### src/rtl/tick_div_pkg.sv
// Shared definitions for the multi-channel tick divider: width helpers,
// channel run state and divisor constants for a 50 MHz system clock.
package tick_div_pkg;

  localparam int unsigned DEFAULT_DIV_50MHZ = 50_000_000;
  localparam int unsigned DIV_1HZ           = 50_000_000;
  localparam int unsigned DIV_2HZ           = 25_000_000;
  localparam int unsigned DIV_1KHZ          = 50_000;

  // Channel is either parked (held at count 0) or counting.
  typedef enum logic {
    CH_IDLE = 1'b0,
    CH_RUN  = 1'b1
  } ch_state_e;

  // Ceiling log2; clog2(1) = 0.
  function automatic int clog2(input int unsigned v);
    int r;
    r = 0;
    for (int i = 0; i < 32; i++) begin
      if ((64'd1 << i) < 64'(v)) r = i + 1;
    end
    return r;
  endfunction

  // Channel-select width: never narrower than one bit.
  function automatic int ch_w(input int unsigned n);
    return (n > 1) ? clog2(n) : 1;
  endfunction

endpackage

### src/rtl/tick_div_channel.sv
// One divider channel: counter, shadow/active divisor pair and the
// register-only decode of tick and square.
module tick_div_channel
  import tick_div_pkg::*;
#(
  parameter int          CNT_W       = 26,
  parameter int unsigned DEFAULT_DIV = DEFAULT_DIV_50MHZ
) (
  input  logic             clk,
  input  logic             rst_n,
  input  logic             en,
  input  logic             sync,
  input  logic             wr,
  input  logic [CNT_W-1:0] wr_div,
  output logic             tick,
  output logic             square,
  output logic             pending
);

  localparam logic [CNT_W-1:0] DIV_RST  = CNT_W'(DEFAULT_DIV);
  localparam logic [CNT_W-1:0] HALF_RST = CNT_W'((DEFAULT_DIV + 1) / 2);

  ch_state_e        state, state_nxt;
  logic [CNT_W-1:0] cnt, cnt_nxt;
  logic [CNT_W-1:0] div_shd, div_shd_nxt;
  logic [CNT_W-1:0] div_act, div_act_nxt;
  logic [CNT_W-1:0] half_act, half_nxt;
  logic             pend_q, pend_nxt;
  logic [CNT_W-1:0] wr_val;
  logic [CNT_W:0]   half_sum;
  logic             last;

  // Last count of the period; div_act is never 0, so the subtraction cannot wrap.
  assign last = (cnt == div_act - CNT_W'(1));

  // Next-state: disabled channels park at 0 and absorb a pending divisor,
  // enabled channels count and swap divisors only at wrap or sync.
  always_comb begin
    // NOTE: every variable gets a default first so no path leaves it unassigned (no latches).
    state_nxt   = state;
    cnt_nxt     = cnt;
    wr_val      = (wr_div == '0) ? CNT_W'(1) : wr_div;
    div_shd_nxt = wr ? wr_val : div_shd;
    div_act_nxt = div_act;
    pend_nxt    = pend_q | wr;

    if (!en) begin
      state_nxt = CH_IDLE;
      cnt_nxt   = '0;
      // A write landing on this same edge stays pending for the next one.
      if (pend_q) begin
        div_act_nxt = div_shd;
        pend_nxt    = wr;
      end
    end else begin
      state_nxt = CH_RUN;
      if (sync) begin
        cnt_nxt     = '0;
        div_act_nxt = div_shd_nxt;
        pend_nxt    = 1'b0;
      end else if (state == CH_RUN) begin
        if (last) begin
          cnt_nxt     = '0;
          div_act_nxt = div_shd_nxt;
          pend_nxt    = 1'b0;
        end else begin
          cnt_nxt = cnt + CNT_W'(1);
        end
      end
    end

    half_sum = {1'b0, div_act_nxt} + (CNT_W + 1)'(1);
    half_nxt = half_sum[CNT_W:1];
  end

  // Channel state registers.
  always_ff @(posedge clk or negedge rst_n) begin
    if (!rst_n) begin
      state    <= CH_IDLE;
      cnt      <= '0;
      div_shd  <= DIV_RST;
      div_act  <= DIV_RST;
      half_act <= HALF_RST;
      pend_q   <= 1'b0;
    end else begin
      // NOTE: sequential state uses non-blocking assignments so all registers update together.
      state    <= state_nxt;
      cnt      <= cnt_nxt;
      div_shd  <= div_shd_nxt;
      div_act  <= div_act_nxt;
      half_act <= half_nxt;
      pend_q   <= pend_nxt;
    end
  end

  assign tick    = (state == CH_RUN) && last;
  assign square  = (state == CH_RUN) && (cnt < half_act);
  assign pending = pend_q;

endmodule

### src/rtl/multi_tick_divider.sv
// N-channel programmable tick/square divider. Holds the reset synchroniser
// and the configuration address decode; the per-channel work lives in
// tick_div_channel.
module multi_tick_divider
  import tick_div_pkg::*;
#(
  parameter int          N_CH        = 4,
  parameter int          CNT_W       = 26,
  parameter int unsigned DEFAULT_DIV = DEFAULT_DIV_50MHZ
) (
  input  logic                    clk,
  input  logic                    reset,
  input  logic [N_CH-1:0]         en,
  input  logic                    cfg_we,
  input  logic [ch_w(N_CH)-1:0]   cfg_ch,
  input  logic [CNT_W-1:0]        cfg_div,
  input  logic                    sync,
  output logic [N_CH-1:0]         tick,
  output logic [N_CH-1:0]         square,
  output logic [N_CH-1:0]         pending
);

  localparam int CH_W = ch_w(N_CH);

  logic [1:0]      rst_pipe;
  logic            rst_n;
  logic [N_CH-1:0] wr_sel;

  // Reset synchroniser: assertion propagates at once, release waits two clk edges.
  always_ff @(posedge clk or negedge reset) begin
    if (!reset) rst_pipe <= 2'b00;
    else        rst_pipe <= {rst_pipe[0], 1'b1};
  end

  assign rst_n = rst_pipe[1];

  // Channel select; codes at or above N_CH match nothing and are dropped.
  always_comb begin
    wr_sel = '0;
    for (int i = 0; i < N_CH; i++) begin
      wr_sel[i] = cfg_we && (cfg_ch == CH_W'(i));
    end
  end

  for (genvar g = 0; g < N_CH; g++) begin : g_ch
    tick_div_channel #(
      .CNT_W       (CNT_W),
      .DEFAULT_DIV (DEFAULT_DIV)
    ) u_ch (
      .clk     (clk),
      .rst_n   (rst_n),
      .en      (en[g]),
      .sync    (sync),
      .wr      (wr_sel[g]),
      .wr_div  (cfg_div),
      .tick    (tick[g]),
      .square  (square[g]),
      .pending (pending[g])
    );
  end

endmodule

### config.mk
export PLATFORM = sky130hd
export DESIGN_NAME = multi_tick_divider
export DESIGN_NICKNAME = d
export VERILOG_FILES = /design/src/rtl/tick_div_pkg.sv /design/src/rtl/tick_div_channel.sv /design/src/rtl/multi_tick_divider.sv
export SDC_FILE = /design/constraint.sdc
export NUM_CORES = 1
export LEC_CHECK = 0
export BUFFER_PORTS_ARGS = -buffer_cell sky130_fd_sc_hd__buf_2
export CAP_MARGIN = 25
export CORE_MARGIN = 2
export CORE_UTILIZATION = 45
export CTS_BUF_LIST = sky130_fd_sc_hd__clkbuf_8
export CTS_CLUSTER_SIZE = 24
export DETAILED_ROUTE_END_ITERATION = 10
export GPL_ROUTABILITY_DRIVEN = 0
export MAX_ROUTING_LAYER = met4
export PLACE_DENSITY = 0.61
export SKIP_CTS_REPAIR_TIMING = 1
export SYNTH_ARGS = -nofsm -noshare
export SYNTH_HDL_FRONTEND = slang
export SYNTH_SLANG_ARGS = --single-unit
export TNS_END_PERCENT = 20
### constraint.sdc
create_clock -name clk -period 14.9 [get_ports clk]
set_input_delay 1.49 -clock clk [delete_from_list [all_inputs] [get_ports clk]]
set_output_delay 1.49 -clock clk [all_outputs]
set_load 0.03 [all_outputs]
### Word level (Yosys, flattened, before mapping)

Cells that the tools add are included.

| operators by class | value |
|---|---|
| equality and inequality tests | 11 |
| multiply operators | 0 |
| $add $sub $neg | 12 |
| magnitude comparators | 4 |
| reduce and logical (&&, ||, !) cells | 14 |
| div/mod/pow operators | 0 |
| shift operators | 0 |
| muxes and demuxes | 65 |
| bitwise logic cells | 4 |

Operators by type and width:

| cell | number |
|---|---|
| two-way mux 26 bit | 41 |
| adder 26 x 1 -> 27 bit (second input constant) | 4 |
| adder 26 x 1 -> 26 bit (second input constant) | 4 |
| equality test 26 bit | 4 |
| less-than comparator 26 bit | 4 |
| subtractor 26 x 1 -> 26 bit (second input constant) | 4 |
| logical NOT 26 bit | 1 |
| two-way mux 1 bit | 24 |
| logical AND 1 bit | 12 |
| inequality test 3 x 1 -> 1 bit (second input constant) | 4 |
| equality test 2 bit (second input constant) | 2 |
| bitwise OR 1 bit | 4 |
| equality test 2 x 1 -> 1 bit (second input constant) | 1 |
| logical NOT 2 bit | 1 |

| word-level totals | value |
|---|---|
| ROM bits | 0 |
| output and inout port bits | 12 |
| memories | 0 |
| logic and storage cells | 135 |
| RAM bits | 0 |
| register bits after elaboration | 426 |
| input port bits | 36 |
| latch bits | 0 |

### Depth between registers and ports, before layout

| depth | value |
|---|---|
| word-level depth | 8 |
| depth in mapped cells | 19 |
| gate-level depth less buffers | 17 |

### Hierarchy

Synthesis repeated with hierarchy kept, for this count alone.

| unflattened totals | value |
|---|---|
| cells, all modules | 2894 |
| area, all modules | 27294.9 µm² |

By module, submodules not included:

| module | times used | cells an instance | area an instance (µm²) | seq. area each (µm²) |
|---|---|---|---|---|
| tick_div_channel (g_ch[1].u_ch ...) | 2 | 714 | 6810.3 | 2697.6 |
| tick_div_channel (g_ch[0].u_ch) | 1 | 750 | 6901.6 | 2697.6 |
| tick_div_channel (g_ch[3].u_ch) | 1 | 709 | 6681.4 | 2697.6 |
| multi_tick_divider | 1 | 7 | 91.3 | 50.0 |

### Worst setup path after synthesis

Ideal clock, no wire load.

| timing | value |
|---|---|
| path type | flip-flop to flip-flop |
| from | reg g_ch[2].u_ch.div_act[0] |
| to | reg g_ch[2].u_ch.half_act[23] |
| stages on the path, launching flop included | 20 |
| path buffers | 2 |
| setup slack | 9.458 ns |
| period minus slack after synthesis | 5.442 ns |
| arrival time | 5.363 ns |
| required time | 14.821 ns |
| library setup time | 0.079 ns |
| path through | dfrtp_1 clkbuf_1 inv_1 ha_1 or4b_1 buf_2 or4_4 a2111oi_4 o22ai_1 or4_4 or4b_4 mux2_1 and2_1 inv_1 ha_1 o221ai_1 nor4b_4 nand4_2 nor4_1 xor2_1 |

| between the ends | value |
|---|---|
| longest elaborated chain between the ends | 7 |
| elaborated cells on any way between the ends | 8 |
| classes of those cells | 2 x add/sub; 1 x eq/ne; 5 x mux |

RTL lines:

| item | RTL line | RTL |
|---|---|---|
| start: declaration | tick_div_channel.sv:26 | `logic [CNT_W-1:0] div_act, div_act_nxt;` |
| start signal: assignment | tick_div_channel.sv:90 | `div_act <= div_act_nxt;` |
| subtractor 26 x 1 -> 26 bit | tick_div_channel.sv:34 | `assign last = (cnt == div_act - CNT_W'(1));` |
| equality test 26 bit | tick_div_channel.sv:34 |  |
| two-way mux 26 bit | tick_div_channel.sv:62 | `if (last) begin` |
| two-way mux 26 bit | tick_div_channel.sv:61 | `end else if (state == CH_RUN) begin` |
| two-way mux 26 bit | tick_div_channel.sv:57 | `if (sync) begin` |
| two-way mux 26 bit * | tick_div_channel.sv:47 | `if (!en) begin` |
| via g_ch[2].u_ch.div_act_nxt[0] | tick_div_channel.sv:26 |  |
| adder 26 x 1 -> 27 bit * | tick_div_channel.sv:72 | `half_sum = {1'b0, div_act_nxt} + (CNT_W + 1)'(1);` |
| via g_ch[2].u_ch.half_sum[24] | tick_div_channel.sv:30 | `logic [CNT_W:0] half_sum;` |
| end signal: assignment | tick_div_channel.sv:91 | `half_act <= half_nxt;` |
| end: declaration | tick_div_channel.sv:27 | `logic [CNT_W-1:0] half_act, half_nxt;` |

Mark *: on every way through the listed nets, which the timed path passes. The rest lies on a longest branch.
A chain may end at the register's enable or synchronous reset.

### Worst setup path in the final report

| timing | value |
|---|---|
| from | reg g_ch[2].u_ch.div_act[1] |
| to | reg g_ch[2].u_ch.half_act[23] |

Same word-level chain as after synthesis.

==> run metrics <==
multi-input logic area=14690 µm²; Num Clock Sinks=426; crit path max fanout=11; GR Overflow Total=0; Slew HR=0.2963; CP arrival=6.97 ns; number of synthesized flops with an enable pin=0; Final min period=6.387 ns; HPWL after DPL=55630 µm; Worst Path Required=15.48 ns; cell family with most CP delay=simple AND/OR/NAND/NOR gates; Worst-Margin Slew=1.052 ns; H-tree levels=3; CTS tree=built; PortBufs=47; top cell type by total area after synthesis=dfrtp_1; total of max-cap violations=0; sequential area share after synthesis=0.4031; CTS max path bufs=3; P_int=2351 µW; post-synthesis cell area=26890 µm²; Reg area=10840 µm²; WS Path Type=flip-flop to flip-flop; chip height=248.5 µm; CP max-delay cell=nor4b_2; Pleak=0.01309 µW; Final nets=3081; initial antenna violation count=4; Distinct cells, synth=93; final setup fails=0; ranking of synthesized cells by area=dfrtp_1 (26%), dfstp_2 (14%), ha_1 (5.2%), xnor2_1 (4.7%), o21ai_0 (4.2%); fmax=156.6 MHz; DRT Pass-1 Iters=6; vias in the first global route=22140; DIE AREA=61730 µm²; clk root buf=clkbuf_8; CP Cell Sequence=inv_1 > ha_1 > or4b_1 > or4_4 > o31ai_1 > o211ai_1 > a2111oi_0 > nor4b_2 > nor2_1 > o211ai_1 > ha_1 > o221ai_1 > nor4b_4 > nand4_2 > nor4_1 > xor2_1; RSZ-0062 raised after global routing=false; Die X=248.5 µm; Synth Warn #=0; Worst Path Buf+Inv=1; Ports=48; via count of the routed design=22660; Syn-to-layout area delta=8.970%; Synth top cells by count=dfrtp_1 (282), o21ai_0 (227), nor2_1 (206); FFs w/ async S/R, synth=1.000; Clock Pin Slew Worst Setup and Hold Paths=0.06 ns; Initial Util=0.4557; dpl cell area=27680 µm²; DR WL/cell=20.56 µm; Max VDD drop=0.07131 mV; Row Count=89; Final TNS setup=0 ns; Clk Latency, worst-skew pair=0.67 ns; most frequent cell after synthesis=dfrtp_1; share of layout cells above drive strength 1=0.1491; CP Launch Type=flip-flop; final hold violations=0; Post-route DRC=0; Yosys top cell area share=0.2624; Sw Share=0.3422; Core ar.=59020 µm²; final count of pins violating max slew=0; overall global routing resource usage=0.2559; sequential share of power=0.446; CTS buffer count=77; WL final=77590 µm; largest stage delay on the critical path=0.88 ns; nature of the critical path endpoint=flip-flop; Worst Clk Skew=0.02507 ns; PwrDens=122.0 nW/µm²; first-pass GRT wire length=123800 µm; final worst path period share=0.4286; FILL cells=5462; Post-Syn Instances=2929; Worst Hold Class=flip-flop to flip-flop; syn_area_per_cell=9.182 µm²; Logic pwr share=0.241; Seq cells post-synth=426; largest net degree at the start of global routing=164; Synthesized Nets=3077; ys flop type=dfrtp_1; Switching Power=1223 µW; Clk pwr share=0.313; DRT antenna net count=0; design area=29310 µm²; Vias/cell=6.003; status=finished, final reports clean; DR iter-0 viols=2117
-- state kept, by name (all words and copies together), names as in the netlist --
signal              cells
g_ch.u_ch.half_act    104
g_ch.u_ch.state         4
rst_pipe                2
g_ch.u_ch.cnt         104
g_ch.u_ch.pending       4
g_ch.u_ch.div_shd     104
g_ch.u_ch.div_act     104
-- cell usage in the layout (no fill, tap or decap), types with 17 or more instances in the layout --
master | netlist | final
dfrtp_1 | 282 | 281
nand3_1 | 75 | 75
a21oi_1 | 84 | 84
or2_2 | 19 | 19
nand2_1 | 200 | 200
mux2_2 | 69 | 69
a31oi_1 | 28 | 28
a22oi_1 | 29 | 29
nor2b_1 | 29 | 29
nor2_1 | 206 | 206
ha_1 | 112 | 112
o21ai_0 | 227 | 227
xnor2_1 | 145 | 145
nand2b_1 | 61 | 61
dfstp_2 | 144 | 144
buf_2 | 9 | 49
buf_4 | 12 | 22
or3_1 | 28 | 28
nor4_1 | 51 | 50
mux2i_1 | 63 | 63
a211oi_1 | 17 | 17
nor3_1 | 72 | 70
a21o_1 | 51 | 51
clkbuf_8 | 0 | 93
o31ai_1 | 24 | 24
and3_1 | 91 | 91
nand4_1 | 52 | 52
inv_1 | 203 | 240
xor2_1 | 87 | 87
or4_1 | 21 | 21
o22ai_1 | 17 | 17
and2_1 | 26 | 26
-- cell families after synthesis --
| family | after synthesis | share of synthesized area |
|---|---|---|
| and+or+nand+nor | 1023 | 0.2054 |
| xor gates and xnor gates | 232 | 0.07556 |
| DFF | 426 | 0.4031 |
| AOI/OAI and AO/OA | 650 | 0.1592 |
| adders and majority gates | 112 | 0.05211 |
| muxes | 133 | 0.05276 |
| buffers and inverters | 352 | 0.05178 |
| other | 1 | 0.0001394 |
-- cell type report --
class / count / share of cell area
Multi-Input combinational cell: 2151 / 0.5013
Sequential cell: 426 / 0.3700
Clock buffer: 93 / 0.04368
Tap cell: 773 / 0.03300
Inverter: 203 / 0.02600
Timing Repair Buffer: 74 / 0.01657
Clock inverter: 50 / 0.009051
Antenna cell: 4 / 0.0003416
-- routing by layer --
layer,track usage,routed length (µm),vias up,share of wire
li1,-,-,10550,-
met1,0.3375,34080,11080,0.44
met2,0.3898,35510,825,0.46
met3,0.04166,4920,206,0.063
met4,0.1095,3078,0,0.040
met5,-,0,-,0
-- power by group through the flow --
| stage | Combinational (µW) | Clock [µW] | Sequential [µW] |
|---|---|---|---|
| 3_3_place_gp | 822 | 0 | 1600 |
| 3_5_place_dp | 843 | 0 | 1610 |
| 4_1_cts | 850 | 1150 | 1590 |
| 2_1_floorplan | 671 | 0 | 1520 |
| 5_1_grt | 953 | 1200 | 1620 |
| 6_report | 862 | 1120 | 1590 |
-- through the flow --
stage / std cells / util / setup slack [ns] / hold slack [ns] / power [µW]
after floorplan: 2929 / - / 2.399 / 0.3312 / 2193
after global placement: 3621 / 0.4688 / 8.725 / 0.3359 / 2422
after detailed placement: 3623 / 0.4690 / 8.649 / 0.3347 / 2451
after CTS: 3766 / 0.4952 / 8.587 / 0.3435 / 3585
after global routing: 3774 / 0.4965 / 8.166 / 0.3636 / 3776
final: 3774 / 0.4965 / 8.513 / 0.3416 / 3574
-- final timing paths --
| kind | slack [ns] | start | cells after the start | endpoint |
|---|---|---|---|---|
| max | 8.51 | g_ch[2].u_ch.div_act[1] | 16 | g_ch[2].u_ch.half_act[23] |
| min | 0.34 | rst_pipe[0] | 0 | rst_pipe[1] |
| max reg2reg | 8.51 | g_ch[2].u_ch.div_act[1] | 16 | g_ch[2].u_ch.half_act[23] |
| min reg2reg | 0.34 | rst_pipe[0] | 0 | rst_pipe[1] |
| max in group asynchronous | 12.42 | rst_pipe[1] | 2 | g_ch[0].u_ch.div_shd[18] |
| min in group asynchronous | 0.35 | rst_pipe[1] | 0 | g_ch[0].u_ch.cnt[14] |
-- worst register-to-register path, stage by stage, from the launching register on --
cell and delay, ns:
dfrtp_1 0.45, inv_1 0.13, ha_1 0.21, or4b_1 0.62, or4_4 0.65, o31ai_1 0.24
o211ai_1 0.13, a2111oi_0 0.64, nor4b_2 0.88, nor2_1 0.20, o211ai_1 0.27, ha_1 0.23
o221ai_1 0.25, nor4b_4 0.69, nand4_2 0.25, nor4_1 0.28, xor2_1 0.17
Note: power is estimated with default switching activity, not from simulation.
